==> src/rtl/mem_access_ctrl.sv <==
// ---------------------------------------------------------------------------
// mem_access_ctrl
//
// Load/store sequencer between the multicycle CPU datapath and a byte-
// addressed, little-endian data memory with a 32-bit word port (write on
// posedge clk, combinational read). CPU byte/half/word accesses become aligned
// word accesses. Narrow stores use read-modify-write. Loads are extracted and
// sign- or zero-extended. Misaligned, illegal-size and out-of-range requests
// complete with fault=1 and never touch memory.
//
// Optional feature macro: MEMCTRL_PERF_EN adds the completed-access counters
// ld_cnt / st_cnt (saturating, 16 bit).
//
// Handshake: req is sampled only in IDLE. There is no backpressure: a req
// seen while busy=1 (including the DONE cycle) is dropped, not queued. done is
// a single-cycle pulse, and fault is qualified by done. rdata keeps its value
// until the next load (or fault) completes.
//
// Ports:
//   clk, rst_n            clock (rising edge), async active-low reset
//   req, wr, size, uns    request, 1=store, 00/01/10 = byte/half/word, 1=zero-ext
//   addr, wdata           CPU byte address, store data (low bits for narrow)
//   rdata, done, fault    extended load result, completion pulse, fault flag
//   busy                  high in every state except IDLE
//   dm_addr, dm_din,      word-aligned memory address, write word,
//   dm_we, dm_dout        write enable, read word
//   ld_cnt, st_cnt        (MEMCTRL_PERF_EN only) completed load/store counts
//   dbg_state             current FSM state, for debug/checkers
// ---------------------------------------------------------------------------
module mem_access_ctrl #(
  parameter int ADDR_W    = 14,
  parameter int MEM_BYTES = 12288
) (
  input  logic              clk,
  input  logic              rst_n,
  input  logic              req,
  input  logic              wr,
  input  logic [1:0]        size,
  input  logic              uns,
  input  logic [ADDR_W-1:0] addr,
  input  logic [31:0]       wdata,
  output logic [31:0]       rdata,
  output logic              done,
  output logic              fault,
  output logic              busy,
  output logic [ADDR_W-1:0] dm_addr,
  output logic [31:0]       dm_din,
  output logic              dm_we,
  input  logic [31:0]       dm_dout,
`ifdef MEMCTRL_PERF_EN
  output logic [15:0]       ld_cnt,
  output logic [15:0]       st_cnt,
`endif
  output logic [1:0]        dbg_state
);

  typedef enum logic [1:0] {
    S_IDLE   = 2'd0,
    S_ACCESS = 2'd1,
    S_WRITE  = 2'd2,
    S_DONE   = 2'd3
  } state_t;

  localparam logic [31:0] MAX_BASE = 32'(MEM_BYTES - 4);

  state_t              state_q, state_d;
  logic                wr_q, wr_d;
  logic [1:0]          size_q, size_d;
  logic                uns_q, uns_d;
  logic [ADDR_W-1:0]   addr_q, addr_d;
  logic [31:0]         wdata_q, wdata_d;
  logic [31:0]         rd_q, rd_d;
  logic [31:0]         rdata_q, rdata_d;
  logic                fault_q, fault_d;

  logic [31:0]         req_base;
  logic                req_fault;
  logic [31:0]         ld_shift;
  logic [31:0]         ld_val;
  logic [31:0]         st_merge;

  // Fault check on the request as it is latched in IDLE.
  always_comb begin
    req_base  = 32'({addr[ADDR_W-1:2], 2'b00});
    req_fault = 1'b0;
    if (size == 2'b11)                       req_fault = 1'b1;
    if ((size == 2'b01) && addr[0])          req_fault = 1'b1;
    if ((size == 2'b10) && (addr[1:0] != 2'b00)) req_fault = 1'b1;
    if (req_base > MAX_BASE)                 req_fault = 1'b1;
  end

  // Load extraction. Legal halves have addr_q[0]=0, so one byte-granular
  // shift serves both byte and half lanes.
  always_comb begin
    ld_shift = dm_dout >> {addr_q[1:0], 3'b000};
    case (size_q)
      2'b00:   ld_val = uns_q ? {24'h0, ld_shift[7:0]}
                              : {{24{ld_shift[7]}}, ld_shift[7:0]};
      2'b01:   ld_val = uns_q ? {16'h0, ld_shift[15:0]}
                              : {{16{ld_shift[15]}}, ld_shift[15:0]};
      default: ld_val = dm_dout;
    endcase
  end

  // Store merge: replace the addressed lane of the word read in ACCESS.
  always_comb begin
    st_merge = rd_q;
    case (size_q)
      2'b00:   st_merge[{addr_q[1:0], 3'b000} +: 8]  = wdata_q[7:0];
      2'b01:   st_merge[{addr_q[1], 4'b0000} +: 16]  = wdata_q[15:0];
      default: st_merge = wdata_q;
    endcase
  end

  // Next-state / datapath.
  always_comb begin
    state_d = state_q;
    wr_d    = wr_q;
    size_d  = size_q;
    uns_d   = uns_q;
    addr_d  = addr_q;
    wdata_d = wdata_q;
    rd_d    = rd_q;
    rdata_d = rdata_q;
    fault_d = fault_q;
    case (state_q)
      S_IDLE: begin
        if (req) begin
          wr_d    = wr;
          size_d  = size;
          uns_d   = uns;
          addr_d  = addr;
          wdata_d = wdata;
          if (req_fault) begin
            fault_d = 1'b1;
            rdata_d = 32'h0;
            state_d = S_DONE;
          end else begin
            fault_d = 1'b0;
            state_d = S_ACCESS;
          end
        end
      end
      S_ACCESS: begin
        rd_d = dm_dout;
        if (wr_q) begin
          state_d = S_WRITE;
        end else begin
          rdata_d = ld_val;
          state_d = S_DONE;
        end
      end
      S_WRITE: state_d = S_DONE;
      S_DONE:  state_d = S_IDLE;
      default: state_d = S_IDLE;
    endcase
  end

  always_ff @(posedge clk or negedge rst_n) begin
    if (!rst_n) begin
      state_q <= S_IDLE;
      wr_q    <= 1'b0;
      size_q  <= 2'b00;
      uns_q   <= 1'b0;
      addr_q  <= '0;
      wdata_q <= 32'h0;
      rd_q    <= 32'h0;
      rdata_q <= 32'h0;
      fault_q <= 1'b0;
    end else begin
      state_q <= state_d;
      wr_q    <= wr_d;
      size_q  <= size_d;
      uns_q   <= uns_d;
      addr_q  <= addr_d;
      wdata_q <= wdata_d;
      rd_q    <= rd_d;
      rdata_q <= rdata_d;
      fault_q <= fault_d;
    end
  end

  // dm_we decodes straight from the state flop so an async reset in WRITE
  // drops it immediately and no partial write can land.
  assign dm_we     = (state_q == S_WRITE);
  assign dm_addr   = {addr_q[ADDR_W-1:2], 2'b00};
  assign dm_din    = st_merge;
  assign done      = (state_q == S_DONE);
  assign fault     = (state_q == S_DONE) && fault_q;
  assign busy      = (state_q != S_IDLE);
  assign rdata     = rdata_q;
  assign dbg_state = state_q;

`ifdef MEMCTRL_PERF_EN
  logic [15:0] ld_cnt_q, ld_cnt_d;
  logic [15:0] st_cnt_q, st_cnt_d;

  always_comb begin
    ld_cnt_d = ld_cnt_q;
    st_cnt_d = st_cnt_q;
    if ((state_q == S_DONE) && !fault_q) begin
      if (wr_q) begin
        if (st_cnt_q != 16'hFFFF) st_cnt_d = st_cnt_q + 16'd1;
      end else begin
        if (ld_cnt_q != 16'hFFFF) ld_cnt_d = ld_cnt_q + 16'd1;
      end
    end
  end

  always_ff @(posedge clk or negedge rst_n) begin
    if (!rst_n) begin
      ld_cnt_q <= 16'h0;
      st_cnt_q <= 16'h0;
    end else begin
      ld_cnt_q <= ld_cnt_d;
      st_cnt_q <= st_cnt_d;
    end
  end

  assign ld_cnt = ld_cnt_q;
  assign st_cnt = st_cnt_q;
`endif

endmodule
==> config.mk <==
export PLATFORM = sky130hd
export DESIGN_NAME = mem_access_ctrl
export DESIGN_NICKNAME = d
export VERILOG_FILES = /design/src/rtl/mem_access_ctrl.sv
export SDC_FILE = /design/constraint.sdc
export NUM_CORES = 1
export LEC_CHECK = 0
export CORE_MARGIN = 1
export CORE_UTILIZATION = 51
export CTS_BUF_LIST = sky130_fd_sc_hd__clkbuf_4 sky130_fd_sc_hd__clkbuf_8
export CTS_CLUSTER_DIAMETER = 40
export DETAILED_ROUTE_END_ITERATION = 8
export HOLD_SLACK_MARGIN = 0.02
export PLACE_DENSITY = 0.92
export SYNTH_ARGS = -nofsm -noshare
export SYNTH_HDL_FRONTEND = slang
export SYNTH_SLANG_ARGS = --single-unit
==> constraint.sdc <==
create_clock -name clk -period 3.3 [get_ports clk]
set_clock_uncertainty 0.2 [all_clocks]
set_input_delay 0.825 -clock clk [delete_from_list [all_inputs] [get_ports clk]]
set_output_delay 0.825 -clock clk [all_outputs]
set_load 0.1 [all_outputs]
# Word-level counts from Yosys, hierarchy flattened
# Index checks and enable logic that the tools add are counted.
# W data, S select, Z words.
op_classes:
  addsub: 2
  n_lt_le_gt_ge: 1
  eq_ne: 10
  n_shift: 5
  mux: 19
  reduce_logical: 10
ops:
  columns: ["op", "n"]
  rows:
  - ["$pmux W32 S2", 3]
  - ["$mux W32", 5]
  - ["$bwmux W32", 2]
  - ["$shift A16 B7 Y32 const A", 1]
  - ["$shift A8 B7 Y32 const A", 1]
  - ["$shiftx A16 B7 Y32", 1]
  - ["$shiftx A8 B7 Y32", 1]
  - ["$shr A32 B5 Y16", 1]
  - ["$gt A14 B14 Y1 const B", 1]
  - ["$neg A5 Y7", 2]
  - ["$eq A2 B2 Y1 const B", 4]
  - ["$pmux W2 S4", 1]
  - ["$eq A2 B1 Y1 const B", 3]
  - ["$mux W1", 6]
  - ["$ne A2 B2 Y1 const B", 3]
  - ["$reduce_bool A2 Y1", 3]
  - ["$logic_not A2 Y1", 2]
  - ["$mux W2", 2]
  - ["$reduce_and A4 Y1", 1]
  - ["$logic_and A1 B1 Y1", 3]
  - ["$reduce_and A2 Y1", 1]
totals:
  regBits: 117

# Longest topological paths before layout
# Gate-level depths: netlist (run 1).
depth:
  depth_word: 8
  ltp_mapped: 8

# Worst setup path after synthesis (run 1)
# No wires, ideal clock.
synth_path:
  path_kind: "reg2out"
  from: "register addr_q[1]"
  to: "output port dm_din[18]"
  arrival_ns: 3.307
  required_time_ns: 2.275
  setup_slack_ns: -1.032
  stages_incl_launch_ff: 9
  path_buffers: 2
  cell_sequence: "dfrtp_1 buf_6 buf_6 inv_1 ha_1 or2_1 o41ai_1 nand2_1 a2bb2oi_1"
synth_via:
  elab_chain_cells: 4
  elab_cells_between_ends: 9
  cone_classes: "2 x add/sub; 4 x shift; 3 x mux"
synth_lines:
  columns: ["item", "line", "text"]
  rows:
  - ["from (decl)", "70", "logic [ADDR_W-1:0] addr_q, addr_d;"]
  - ["from (signal assigned)", "175", "addr_q <= addr_d;"]
  - ["$neg A5 Y7, on equally long branches", "110, 109", null]
  - ["$shiftx A16 B7 Y32 (tied with other cells)", "110", "2'b01: st_merge[{addr_q[1], 4'b0000} +: 16] = wdata_q[15:0];"]
  - ["$bwmux W32, on equally long branches", "110, 109", null]
  - ["$pmux W32 S2 *", "108", "case (size_q)"]
  - ["to (decl)", "47", "output logic [31:0] dm_din,"]
# Mark *: on every way between the ends. The rest lies on a longest branch, timed or not.

# Final worst setup path (run 1)
layout_path:
  from: "register addr_q[1]"
  to: "output port dm_din[30]"
# The elaborated chain is that of the path after synthesis.

==> results of run 1 <==
-- worst max-delay path, cell delays in order (launching register included) --
cell     delay [ns]
dfrtp_2        0.44
buf_12         0.20
ha_2           0.23
inv_4          0.05
buf_4          0.16
a221o_1        0.37
a22o_4         0.23
buf_12         0.16
-- final cells by class --
| type | count | area share [%] |
|---|---|---|
| Tap cell | 168 | 2.29 |
| Sequential cell | 117 | 31.9 |
| Clock inverter | 3 | 0.979 |
| Inverter | 17 | 0.830 |
| Clock buffer | 27 | 3.70 |
| Multi-Input combinational cell | 362 | 36.5 |
| Timing Repair Buffer | 196 | 23.8 |
-- cells in the final DEF, fill, tap and decap left out, types with 5 or more instances in the layout --
master and count:
a22o_4 15, nand2_1 28, nand3_1 6, a21oi_1 29
clkbuf_4 5, a221o_1 15, inv_1 10, a22o_2 7
a221o_2 8, a311o_1 6, nor2b_1 14, o21ai_0 6
a22o_1 25, dfrtp_1 113, a22oi_1 6, o21ai_1 12
clkbuf_8 22, mux2i_1 24, buf_12 38, mux2_2 84
nor2_1 12, clkdlybuf4s50_1 83, o211ai_1 7, buf_4 70
-- Yosys cell counts (8+ instances only) --
cell type / instances
dfrtp_1: 117
mux2_2: 84
a22o_1: 47
nand2_1: 31
a21oi_1: 29
mux2i_1: 24
a221o_1: 23
buf_4: 19
nor2b_1: 14
inv_1: 12
nor2_1: 12
o21ai_1: 12
ha_1: 10
buf_2: 9
buf_1: 8
clkbuf_1: 8
-- path summary, 6_finish.rpt --
path | startpoint | to
worst min register to register | fault_q$_DFFE_PN0P_ | fault_q$_DFFE_PN0P_
worst max register to register | dbg_state[1]$_DFFE_PN0N_ | rdata[26]$_DFFE_PN0P_
worst max-delay path | addr_q[1]$_DFFE_PN0P_ | dm_din[30]
worst min-delay path | rst_n | wr_q$_DFFE_PN0P_
min in group clk | fault_q$_DFFE_PN0P_ | fault_q$_DFFE_PN0P_
max in group asynchronous | rst_n | rdata[26]$_DFFE_PN0P_
-- cell families after synthesis --
family / share of synthesized area [%]
multiplexers: 19.2
buffers and inverters: 5.82
flip-flops: 46.0
AND/OR/NAND/NOR: 7.12
AO/OA/AOI/OAI: 19.8
adder cells (fa/ha/maj): 1.97
other: 0.0589
-- layer usage --
metal	track usage, %	vias to the layer above
met3	7.76	47
li1	-	2371
met5	0	-
met1	41.2	2707
met4	13.0	0
met2	47.5	324
-- sequential cells by signal, indices dropped and copies added (netlist names), 2 cells and up --
| register | cells |
|---|---|
| rd_q | 32 |
| rdata | 32 |
| wdata_q | 32 |
| addr_q | 14 |
| dbg_state | 2 |
| size_q | 2 |
-- metrics by stage --
| step | util, % | std cells | setup TNS (ns) |
|---|---|---|---|
| after floorplan | - | 545 | -0.0546 |
| after detailed placement | 69.9 | 843 | 0 |
| after CTS | 74.7 | 881 | -0.111 |
| after global placement | 69.9 | 843 | 0 |
| after global routing | 76.3 | 890 | -1.72 |
| final | 76.3 | 890 | -0.0407 |
-- what timing repair did --
item,in CTS,in global routing
resized for setup,19,20
setup endpoints to repair,32,32
pin swaps,10,15
gates cloned,0,1
setup buffers,8,8
==> flow_summary.toml, run 1 <==
[status]
status = "complete, but fails checks"
violations = "negative setup slack"

[place]
dp_hpwl_mm = 13.2
preCtsSetupSlack_ns = 0.0610
dpl-instance-area_sq_um = 8430
numPortBuffers = 166
gp_congestion = 0.918

[floorplan]
coreArea_sq_um = 12100
fp-row-count = 40
initial_core_util_pct = 52.7
die_h_um = 114
design.die.area_sq_um = 12900
io_pins = 169
die_w_um = 114

[logic_synthesis]
syn_avg_cell_area_sq_um = 11.7
yosys_warnings = 0
yosysTopAreaCellShare_pct = 46.0
ys_seq_elements = 117
async_flop_share_pct = 100
synthFlopType = "dfrtp_1"
yosysSeqAreaShare_pct = 46.0
yosys-top-cells-area = "dfrtp_1 46%, mux2_2 15%, a22o_1 6.5%, mux2i_1 3.8%, a221o_1 3.6%"
synth_cells = 544
synth.distinct_cells = 60
synth_edf_count = 0
syn_area_sq_um = 6360
synth_top_area_cell = "dfrtp_1"

[finish]
syn_to_final_growth_pct = 44.6
layout-drive-gt1-share_pct = 41.4
multiInputGateArea_sq_um = 3360
stdcell_area_sq_um = 9200
regArea_sq_um = 2930
n_fill_cell = 713
diodes = 0
num-nets-final = 806

[route]
route.met2.wl_mm = 9.42
highest_layer = "met4"
drt_iter0_drc = 561
dr_wl_met3_mm = 1.84
ant_nets = 0
dr_total_vias = 5449
first_pass_iters = 8
drc = 0
wl_met1_mm = 7.74
routed_wl_mm = 19.4
viasPerCell = 6.12
wl_per_cell_um = 21.8

[setup_path]
cp_max_fo = 27
r2r_slack_ns = 0.87
arrival_ns = 2.29
r2r_cells = 7
critPathKind = "reg2out"
cp-start-kind = "flop"
crit_path_end_kind = "primary output"
required_ns = 2.27

[sta]
slew_viol_final = 0
hold_violations = 0
max_freq_mhz = 301
worst_pin_slew_ns = 0.990
setup_viol_count_final = 4
fin_crit_sh_pct = 101
rsz0062_at_grt = "true"
period_minus_slack_ns = 3.32
slew_headroom_pct = 33.6
hold_ws_ns = 0.221
fin_ws_ns = -0.0193

[clock_network]
cts_root_buffer = "clkbuf_8"
cts.sinks = 117
postCtsHoldBufs = 0
h-tree-depth = 4
cts_buffer_depth = 2
clk_pin_slew_ns = 0.07
clock_latency_ns = 0.44
numCtsBuffers = 17
cts_tree = "yes"

[grt]
gr-total-overflow = 0
grt_use_total_pct = 30.7
antenna_found_initial = 0
grt_pass1_vias = 5463
grt_max_degree = 49
grt_pass1_wl_mm = 30.2

[flow_run]
cap_viol_max_count = 0

[worst_hold_path]
hp-class = "in2async"
Power of run 1 is left out: the tool's default activity adds up to more than one toggle a clock period on the data nets, which glitch-free logic cannot reach.
==> run 2, diff against run 1 <==
--- a/config.mk
+++ b/config.mk
@@ -5,6 +5,7 @@
 export SDC_FILE = /design/constraint.sdc
 export NUM_CORES = 1
 export LEC_CHECK = 0
+export CORE_ASPECT_RATIO = 1.2
 export CORE_MARGIN = 1
 export CORE_UTILIZATION = 51
 export CTS_BUF_LIST = sky130_fd_sc_hd__clkbuf_4 sky130_fd_sc_hd__clkbuf_8
==> run 2 against run 1 <==
Net effect: the flow still finishes with violations (negative setup slack); setup slack got worse by 0.022 ns; final cell count did not move; critical path depth rose by 1; sequential cell count did not move; hold slack got worse by 0.0045 ns; core utilization fell by 0.65 points; register-to-register slack got worse by 0.06 ns; first-iteration DRC count fell by 27%; largest cell class unchanged; highest routed layer unchanged.
==> flow_summary.toml, run 2 (same netlist as run 1, synthesis figures left out) <==
[sta]
slew_viol_final = 0
worst_pin_slew_ns = 0.987
slew_headroom_pct = 33.8
rsz0062_at_grt = "true"
fin_crit_sh_pct = 101
hold_violations = 0
max_freq_mhz = 299
hold_ws_ns = 0.216
fin_ws_ns = -0.0414
period_minus_slack_ns = 3.34
setup_viol_count_final = 13

[finish]
syn_to_final_growth_pct = 43.9
num-nets-final = 811
layout.cells.non_filler = 890
layout-drive-gt1-share_pct = 41.8
n_fill_cell = 733
most-common-layout-cells = "114 x dfrtp_1, 84 x mux2_2, 83 x clkdlybuf4s50_1, 76 x buf_4, 38 x buf_12"
diodes = 0
mostFrequentLayoutCell = "dfrtp_1"

[status]
violations = "negative setup slack"
status = "complete, but fails checks"

[route]
ant_nets = 0
routed_wl_mm = 20.2
viasPerCell = 6.26
drc = 0
dr_total_vias = 5570
wl_per_cell_um = 22.7
first_pass_iters = 7
drt_iter0_drc = 407

[clock_network]
cts_buffer_depth = 2
numCtsBuffers = 17
clock_latency_ns = 0.43
cts_root_buffer = "clkbuf_8"
cts.sinks = 117
postCtsHoldBufs = 0
clk_pin_slew_ns = 0.07
cts_tree = "yes"
h-tree-depth = 4

[grt]
grt_pass1_wl_mm = 30.4
grt_max_degree = 53
grt_pass1_vias = 5461
antenna_found_initial = 0
gr-total-overflow = 0
grt_use_total_pct = 30.2

[place]
numPortBuffers = 166
dp.cells = 836
gp_congestion = 0.944
dp_hpwl_mm = 13.4

[setup_path]
cpLargestDelayFamily = "simple AND/OR/NAND/NOR gates"
slowest_stage = "dfrtp_1"
crit_path_end_kind = "primary output"
r2r_cells = 7
cp.depth = 8
cp_max_fo = 8
required_ns = 2.27
path_buf_inv = 3
arrival_ns = 2.32
cp-start-kind = "flop"
critPathKind = "reg2out"
crit_path_max_incr_delay_ns = 0.45
cp_cell_sequence = "inv_4 > ha_4 > or2_4 > nor4_4 > buf_6 > a221o_1 > a22o_4 > buf_12"

[floorplan]
coreArea_sq_um = 12100
design.die.area_sq_um = 12900
die_h_um = 124
initial_core_util_pct = 52.5
io_pins = 169
die_w_um = 104
fp-row-count = 44

[worst_hold_path]
hp-class = "in2async"

[flow_run]
cap_viol_max_count = 0
run 2: changes by cell type in the layout (fill, tap and decap cells not counted), moves of 2 or more:
cell,before,now
clkinv_2,0,5
clkinvlp_4,0,3
clkbuf_8,22,19
buf_4,70,76
bufinv_16,3,1
inv_4,1,3
run 2: layer usage:
metal,track usage (%),up-vias,wire [um]
met1,37.8,2726,7720
li1,-,2374,-
met4,14.8,0,916
met5,0,-,0
met2,49.5,367,10000
met3,6.70,103,1560
run 2: layout make-up:
| type | count | area (sq um) | area share, % |
|---|---|---|---|
| clock inverter | 9 | 78.8 | 0.861 |
| sequential | 117 | 2930 | 32.0 |
| multi-input combinational | 362 | 3360 | 36.7 |
| tap | 161 | 201 | 2.20 |
| clock buffer | 23 | 292 | 3.18 |
| inverter | 17 | 75.1 | 0.820 |
| timing repair buffer | 201 | 2220 | 24.3 |
run 2: stage by stage:
stage	setup slack [ns]	setup TNS, ns	area, sq um	util, %
2_1_floorplan	-0.0546	-0.0546	6540	-
3_3_place_gp	0.172	0	8420	69.5
3_5_place_dp	0.0808	0	8420	69.5
4_1_cts	-0.0458	-0.102	8960	74.0
5_1_grt	-0.117	-1.87	9160	75.6
6_report	-0.0414	-0.180	9160	75.6
run 2: path summary, 6_finish.rpt:
path | startpoint | end | slack (ns)
max in group asynchronous | rst_n | rdata[28]$_DFFE_PN0P_ | 1.88
worst min-delay path | rst_n | dbg_state[1]$_DFFE_PN0N_ | 0.22
worst max-delay path | addr_q[1]$_DFFE_PN0P_ | dm_din[24] | -0.04
min in group clk | fault_q$_DFFE_PN0P_ | fault_q$_DFFE_PN0P_ | 0.30
worst max register to register | dbg_state[1]$_DFFE_PN0N_ | rdata[28]$_DFFE_PN0P_ | 0.81
worst min register to register | fault_q$_DFFE_PN0P_ | fault_q$_DFFE_PN0P_ | 0.30
run 2: timing repair:
item / in CTS / in global routing
gates cloned: 0 / 1
endpoints found under the setup margin: 32 / 32
pin swaps: 9 / 17
setup buffers: 8 / 13
resized for setup: 19 / 16
Power of run 2 is left out for the same reason.
